===== config.mk =====
export PLATFORM = sky130hd
export DESIGN_NAME = wide_add_scheduler
export DESIGN_NICKNAME = d
export VERILOG_FILES = /design/src/rtl/wide_add_pkg.sv /design/src/rtl/carry_lookahead_adder.sv /design/src/rtl/wide_add_scheduler.sv
export SDC_FILE = /design/constraint.sdc
export NUM_CORES = 1
export LEC_CHECK = 0
export BUFFER_PORTS_ARGS = -buffer_cell sky130_fd_sc_hd__buf_4
export CAP_MARGIN = 20
export CORE_UTILIZATION = 45
export DETAILED_ROUTE_END_ITERATION = 6
export PLACE_DENSITY = 0.79
export SLEW_MARGIN = 30
export SYNTH_ARGS = -nofsm -noshare
export SYNTH_HDL_FRONTEND = slang
export SYNTH_SLANG_ARGS = --single-unit

===== constraint.sdc =====
create_clock -name clk -period 4.72 [get_ports clk]
set_input_delay 0.236 -clock clk [delete_from_list [all_inputs] [get_ports clk]]
set_output_delay 0.236 -clock clk [all_outputs]
set_load 0.01 [all_outputs]

===== src/rtl/wide_add_pkg.sv =====
// Shared types and constants for the wide add/subtract scheduler.
package wide_add_pkg;
  localparam int WORD_W = 32;
  localparam int NREQ   = 2;

  typedef enum logic {
    IDLE = 1'b0,
    BUSY = 1'b1
  } state_t;

  typedef logic req_id_t;
endpackage


===== src/rtl/carry_lookahead_adder.sv =====
// 32-bit combinational adder built from 4-bit lookahead groups.
// Group carries are rippled between the groups.
module carry_lookahead_adder
  import wide_add_pkg::*;
(
  input  logic [WORD_W-1:0] a,
  input  logic [WORD_W-1:0] b,
  input  logic              cin,
  output logic [WORD_W-1:0] sum,
  output logic              cout
);
  localparam int NGRP = WORD_W / 4;

  logic [WORD_W-1:0] g;
  logic [WORD_W-1:0] p;
  logic [WORD_W:0]   c;
  logic [NGRP-1:0]   grp_g;
  logic [NGRP-1:0]   grp_p;

  always_comb begin
    g     = a & b;
    p     = a ^ b;
    c     = '0;
    grp_g = '0;
    grp_p = '0;
    c[0]  = cin;
    for (int k = 0; k < NGRP; k++) begin
      grp_g[k] = g[4*k+3]
               | (p[4*k+3] & g[4*k+2])
               | (p[4*k+3] & p[4*k+2] & g[4*k+1])
               | (p[4*k+3] & p[4*k+2] & p[4*k+1] & g[4*k]);
      grp_p[k] = &p[4*k +: 4];
      for (int i = 0; i < 3; i++) begin
        c[4*k+i+1] = g[4*k+i] | (p[4*k+i] & c[4*k+i]);
      end
      // The group carry-out skips the in-group chain.
      c[4*k+4] = grp_g[k] | (grp_p[k] & c[4*k]);
    end
    sum  = p ^ c[WORD_W-1:0];
    cout = c[WORD_W];
  end
endmodule


===== src/rtl/wide_add_scheduler.sv =====
// Shares one 32-bit adder between two requesters issuing NWORDS-word add/sub
// operations, LS word first, with a registered carry chain and result stream.
//
// state | meaning
// IDLE  | no owner; arbitrate among valid requesters
// BUSY  | granted requester streams words through the adder
module wide_add_scheduler
  import wide_add_pkg::*;
#(
  parameter int NWORDS = 4
) (
  input  logic              clk,
  input  logic              rst_n,
  input  logic [NREQ-1:0]   rq_valid,
  output logic [NREQ-1:0]   rq_ready,
  input  logic [NREQ-1:0]   rq_sub,
  input  logic [WORD_W-1:0] rq0_a,
  input  logic [WORD_W-1:0] rq0_b,
  input  logic [WORD_W-1:0] rq1_a,
  input  logic [WORD_W-1:0] rq1_b,
  output logic              res_valid,
  input  logic              res_ready,
  output logic [WORD_W-1:0] res_sum,
  output logic              res_id,
  output logic              res_last,
  output logic              res_cout
);
  localparam int CNT_W = (NWORDS > 1) ? $clog2(NWORDS) : 1;
  localparam logic [CNT_W-1:0] LAST_IDX = CNT_W'(NWORDS - 1);

  state_t            state;
  state_t            state_nxt;
  req_id_t           grant;
  req_id_t           rr_ptr;
  req_id_t           winner;
  logic              sub_q;
  logic              carry_q;
  logic [CNT_W-1:0]  wcnt;
  logic              accept;
  logic              first;
  logic              last;
  logic              sub_eff;
  logic              add_cin;
  logic              add_cout;
  logic [WORD_W-1:0] op_a;
  logic [WORD_W-1:0] op_b;
  logic [WORD_W-1:0] add_sum;

  always_ff @(posedge clk or negedge rst_n) begin
    if (!rst_n) state <= IDLE;
    else        state <= state_nxt;
  end

  always_comb begin
    state_nxt = state;
    case (state)
      IDLE:    if (|rq_valid) state_nxt = BUSY;
      BUSY:    if (accept && last) state_nxt = IDLE;
      default: state_nxt = IDLE;
    endcase
  end

  always_comb begin
    rq_ready = '0;
    if (state == BUSY) rq_ready[grant] = !res_valid | res_ready;
  end

  always_comb begin
    if (rq_valid[0] & rq_valid[1]) winner = rr_ptr;
    else                           winner = rq_valid[1];
  end

  assign accept  = rq_valid[grant] & rq_ready[grant];
  assign first   = (wcnt == '0);
  assign last    = (wcnt == LAST_IDX);
  // Op select is only honoured on word 0; later words reuse the latched value.
  assign sub_eff = first ? rq_sub[grant] : sub_q;
  assign add_cin = first ? sub_eff : carry_q;
  assign op_a    = grant ? rq1_a : rq0_a;
  assign op_b    = (grant ? rq1_b : rq0_b) ^ {WORD_W{sub_eff}};

  carry_lookahead_adder u_cla (
    .a    (op_a),
    .b    (op_b),
    .cin  (add_cin),
    .sum  (add_sum),
    .cout (add_cout)
  );

  always_ff @(posedge clk or negedge rst_n) begin
    if (!rst_n) begin
      grant   <= 1'b0;
      rr_ptr  <= 1'b0;
      sub_q   <= 1'b0;
      carry_q <= 1'b0;
      wcnt    <= '0;
    end else begin
      if (state == IDLE && |rq_valid) grant <= winner;
      if (accept) begin
        if (first) sub_q <= sub_eff;
        if (last) begin
          carry_q <= 1'b0;
          wcnt    <= '0;
          rr_ptr  <= ~grant;
        end else begin
          carry_q <= add_cout;
          wcnt    <= wcnt + CNT_W'(1);
        end
      end
    end
  end

  always_ff @(posedge clk or negedge rst_n) begin
    if (!rst_n) begin
      res_valid <= 1'b0;
      res_sum   <= '0;
      res_id    <= 1'b0;
      res_last  <= 1'b0;
      res_cout  <= 1'b0;
    end else if (accept) begin
      res_valid <= 1'b1;
      res_sum   <= add_sum;
      res_id    <= grant;
      res_last  <= last;
      res_cout  <= add_cout;
    end else if (res_ready) begin
      res_valid <= 1'b0;
    end
  end
endmodule


==> Implementation_results.wiki <==
{| class="wikitable"
! Metric !! Value
|-
| Leading cell types by total area after synthesis || dfrtp_1 26%, mux2i_1 13%, fa_1 12%
|-
| CTS Root Buffer Type || clkbuf_8
|-
| Reg-to-reg slack, setup || 0.23 ns
|-
| Final hold violations || 0
|-
| Sinks on Clock Net || 43
|-
| Layout area overhead || 39.7%
|-
| Io pins || 173
|-
| Horizontal die dimension || 97.4 µm
|-
| Vias/cell || 5.08
|-
| Remaining design rule violation count || 0
|-
| Final non-filler cell total || 719
|-
| Share of the yosys chip area belonging to registers || 26.3%
|-
| Result of the run || complete, no violations
|-
| Final estimated routing congestion in global placement || 0.859
|-
| IO buf count || 172
|-
| Total inserted antenna cells || 0
|-
| Worst clock skew || 0.0135 ns
|-
| Number of iterations in the first detailed-routing pass || 4
|-
| Clock latency reported for the late side of the worst-skew pair || 0.30 ns
|-
| Initial antenna violation count || 0
|-
| Half-perimeter wire length after detailed placement || 8.23 mm
|-
| Required time of the critical path || 4.92 ns
|-
| Min-Delay Path Depth || 2
|-
| Clock transition at the registers of the reported paths || 0.08 ns
|-
| Placeable core area || 0.00876 mm²
|-
| Crit path max fanout || 6
|-
| Share of final-layout standard cells stronger than drive strength 1 || 35.2%
|-
| Worst IR Drop VDD || 379 µV
|-
| Area post-placement || 0.00551 mm²
|-
| Initial core utilization || 46.8%
|-
| Mapped Cells || 441
|-
| Number of setup violations in the final report || 0
|-
| Final ANT Viol Nets || 0
|-
| Clock tree from TritonCTS || done
|-
| Gr ovfl total || 0
|-
| WL final || 10.3 mm
|-
| Slew margin rel. || 58.6%
|-
| Leading cell type by number of instances after synthesis || nand2_1
|-
| Number of max-cap violations || 0
|-
| Yosys top cell by area || dfrtp_1
|-
| Commonest cells post-synth || 59 x nand2_1, 52 x mux2i_1, 48 x inv_1, 43 x dfrtp_1, 39 x xor2_1
|-
| Max-slew violation count || 0
|-
| Chip Height || 97.4 µm
|-
| End of the worst register-to-register path || res_sum[31]
|-
| Post-Syn Area per Cell || 9.29 µm²
|-
| Minimum period implied by the final worst setup slack || 4.49 ns
|-
| Power density normalized to cell area || 835 mW/mm²
|-
| Pre-CTS setup slack || -0.0663 ns
|-
| Leakage power figure || 3.02 nW
|-
| Number of synthesized flops with an enable pin || 0
|-
| First-pass GRT wire length || 17.5 mm
|-
| Site Rows || 34
|-
| Top cell type's share of synthesized area || 26.3%
|-
| Start-to-end type of the worst setup path || reg -> reg
|-
| FFs w/ async S/R, synth || 100%
|-
| Share of the cycle needed by the critical path after routing || 95.2%
|-
| Worst hold-check path type || in -> reg
|-
| Number of inserted filler cells in the final layout || 698
|-
| Cell Area, Synth || 0.00410 mm²
|-
| Post-layout instance area || 0.00573 mm²
|-
| Crit. End Element || flip-flop
|-
| Worst reg2reg path startpoint || grant
|-
| Num CTS Buffers || 5
|-
| Overall power || 4.78 mW
|-
| Kind of start point of the critical path || flip-flop
|-
| Net count, final || 803
|-
| Worst Reg-to-Reg Cells || 18
|-
| Die Footprint || 0.00949 mm²
|-
| Flip-flop cell with the highest count after synthesis || dfrtp_1
|-
| Placed cell count || 706
|-
| Count of distinct cell types in the synthesized netlist || 35
|-
| Synthesized netlist net count || 634
|-
| Routed vias || 3654
|-
| Fmax || 0.223 GHz
|-
| Number of warning messages in the yosys log || 0
|-
| Hold Crit Start || rq_valid[0]
|-
| Clock tree buffer depth || 2
|-
| Number of register bits inferred by synthesis || 43
|-
| Worst hold endpoint || grant
|-
| Actual slew at the worst max-slew pin || 0.621 ns
|-
| Setup repair after global routing missed its margin || no
|-
| Maximum number of pins on one net before global-route repair || 68
|-
| Combined global-route utilization of all metal layers || 22.7%
|-
| Initial DRC Count || 109
|-
| H-tree level count || 2
|-
| Setup slack of the critical path after layout || 0.228 ns
|-
| Wirelength per Cell || 14.4 µm
|-
| Data arrival time of the critical path || 4.69 ns
|-
| Number of global-route vias before repair || 3822
|}
==> layer usage <==
| metal | vias up | global-route usage [%] | routed length [µm] |
|---|---|---|---|
| li1 | 1806 | - | - |
| met1 | 1706 | 28.0 | 4190 |
| met2 | 130 | 41.2 | 5420 |
| met3 | 12 | 3.45 | 577 |
| met4 | 0 | 5.88 | 147 |
| met5 | - | 0 | 0 |
==> worst max-delay path, stage by stage (launching register included) <==
cell and delay, ns:
dfrtp_4 0.52, mux2i_4 0.21, nand2_1 0.13, o21ai_4 0.13, xor2_1 0.18, ha_1 0.34
buf_4 0.13, a21oi_1 0.05, and3_1 0.21, a2111oi_2 0.37, nor2_1 0.11, nand2_1 0.11
a31oi_1 0.10, o21a_1 0.22, fa_2 0.42, fa_2 0.40, fa_1 0.44, xor2_1 0.15
o21ai_0 0.17
==> cells by family after synthesis <==
group / after synthesis / share of synthesized area [%]
AO/OA/AOI/OAI: 71 / 10.1
XOR/XNOR: 40 / 8.55
adder cells (fa/ha/maj): 58 / 22.1
buffers and inverters: 68 / 6.44
flip-flops: 43 / 26.3
multiplexers: 67 / 16.8
AND/OR/NAND/NOR: 94 / 9.74
==> cell usage in the layout (no fill, tap or decap), types with 2 or more instances in the layout <==
cell / instances
nand4_1: 5
o21ai_0: 36
nand3_1: 5
nor3_1: 2
mux2i_1: 50
o21a_1: 2
dfrtp_1: 42
a21o_1: 2
nand2_1: 58
xor2_1: 38
and3_1: 3
clkbuf_8: 5
a21oi_1: 18
nor2_1: 13
ha_1: 33
and2_1: 2
fa_2: 2
buf_4: 178
nand2b_1: 2
a31oi_1: 3
mux2_2: 15
fa_1: 22
inv_1: 48
nor2b_1: 2
==> final cells by class <==
class	count	area (µm²)	share of cell area [%]
clock buffer	6	72.6	1.27
timing repair buffer	182	1430	24.9
clock inverter	2	12.5	0.219
tap	108	135	2.36
sequential	43	1080	18.9
inverter	48	180	3.15
multi-input combinational	330	2820	49.2
==> where the power goes <==
group | leakage, nW | switching (mW) | internal [mW]
Combinational | 2.46 | 2.10 | 1.75
Sequential | 0.522 | 0.115 | 0.575
Clock | 0.0412 | 0.136 | 0.104
==> how the worst max path moves through the flow <==
stage / startpoint / to / slack [ns] / depth (start not counted)
2_1_floorplan: wcnt[0] / res_sum[31] / 0.17 / 20
3_3_place_gp: wcnt[0] / res_sum[31] / 0.12 / 19
3_5_place_dp: wcnt[0] / res_sum[31] / -0.07 / 19
4_1_cts: grant / res_sum[31] / 0.008 / 17
5_1_grt: grant / res_sum[23] / 0.02 / 18
6_report: grant / res_sum[31] / 0.23 / 18
==> state kept, by name (all words and copies together) (netlist names) <==
register	count
sub_q	1
grant	1
res_cout	1
carry_q	1
res_sum	32
rr_ptr	1
res_valid	1
res_id	1
wcnt	2
state	1
res_last	1
==> per-stage QoR <==
stage          hold slack (ns)  TNS, ns  utilization, %
2_1_floorplan          -0.0596        0               -
3_3_place_gp             0.269        0            62.9
4_1_cts                  0.184        0            64.7
3_5_place_dp             0.264  -0.0663            62.9
5_1_grt                  0.176        0            65.3
6_report                 0.184        0            65.3
==> what timing repair did <==
| item | CTS | global route |
|---|---|---|
| gates resized for setup | 6 | 7 |
| pin swaps | 0 | 5 |
| setup buffers | 0 | 3 |
| hold endpoints to repair | 43 | 0 |
| gates cloned | 1 | 0 |
| hold buffers | 1 | 0 |
| setup endpoints to repair | 1 | 4 |
(Power assumes the default switching activity.)
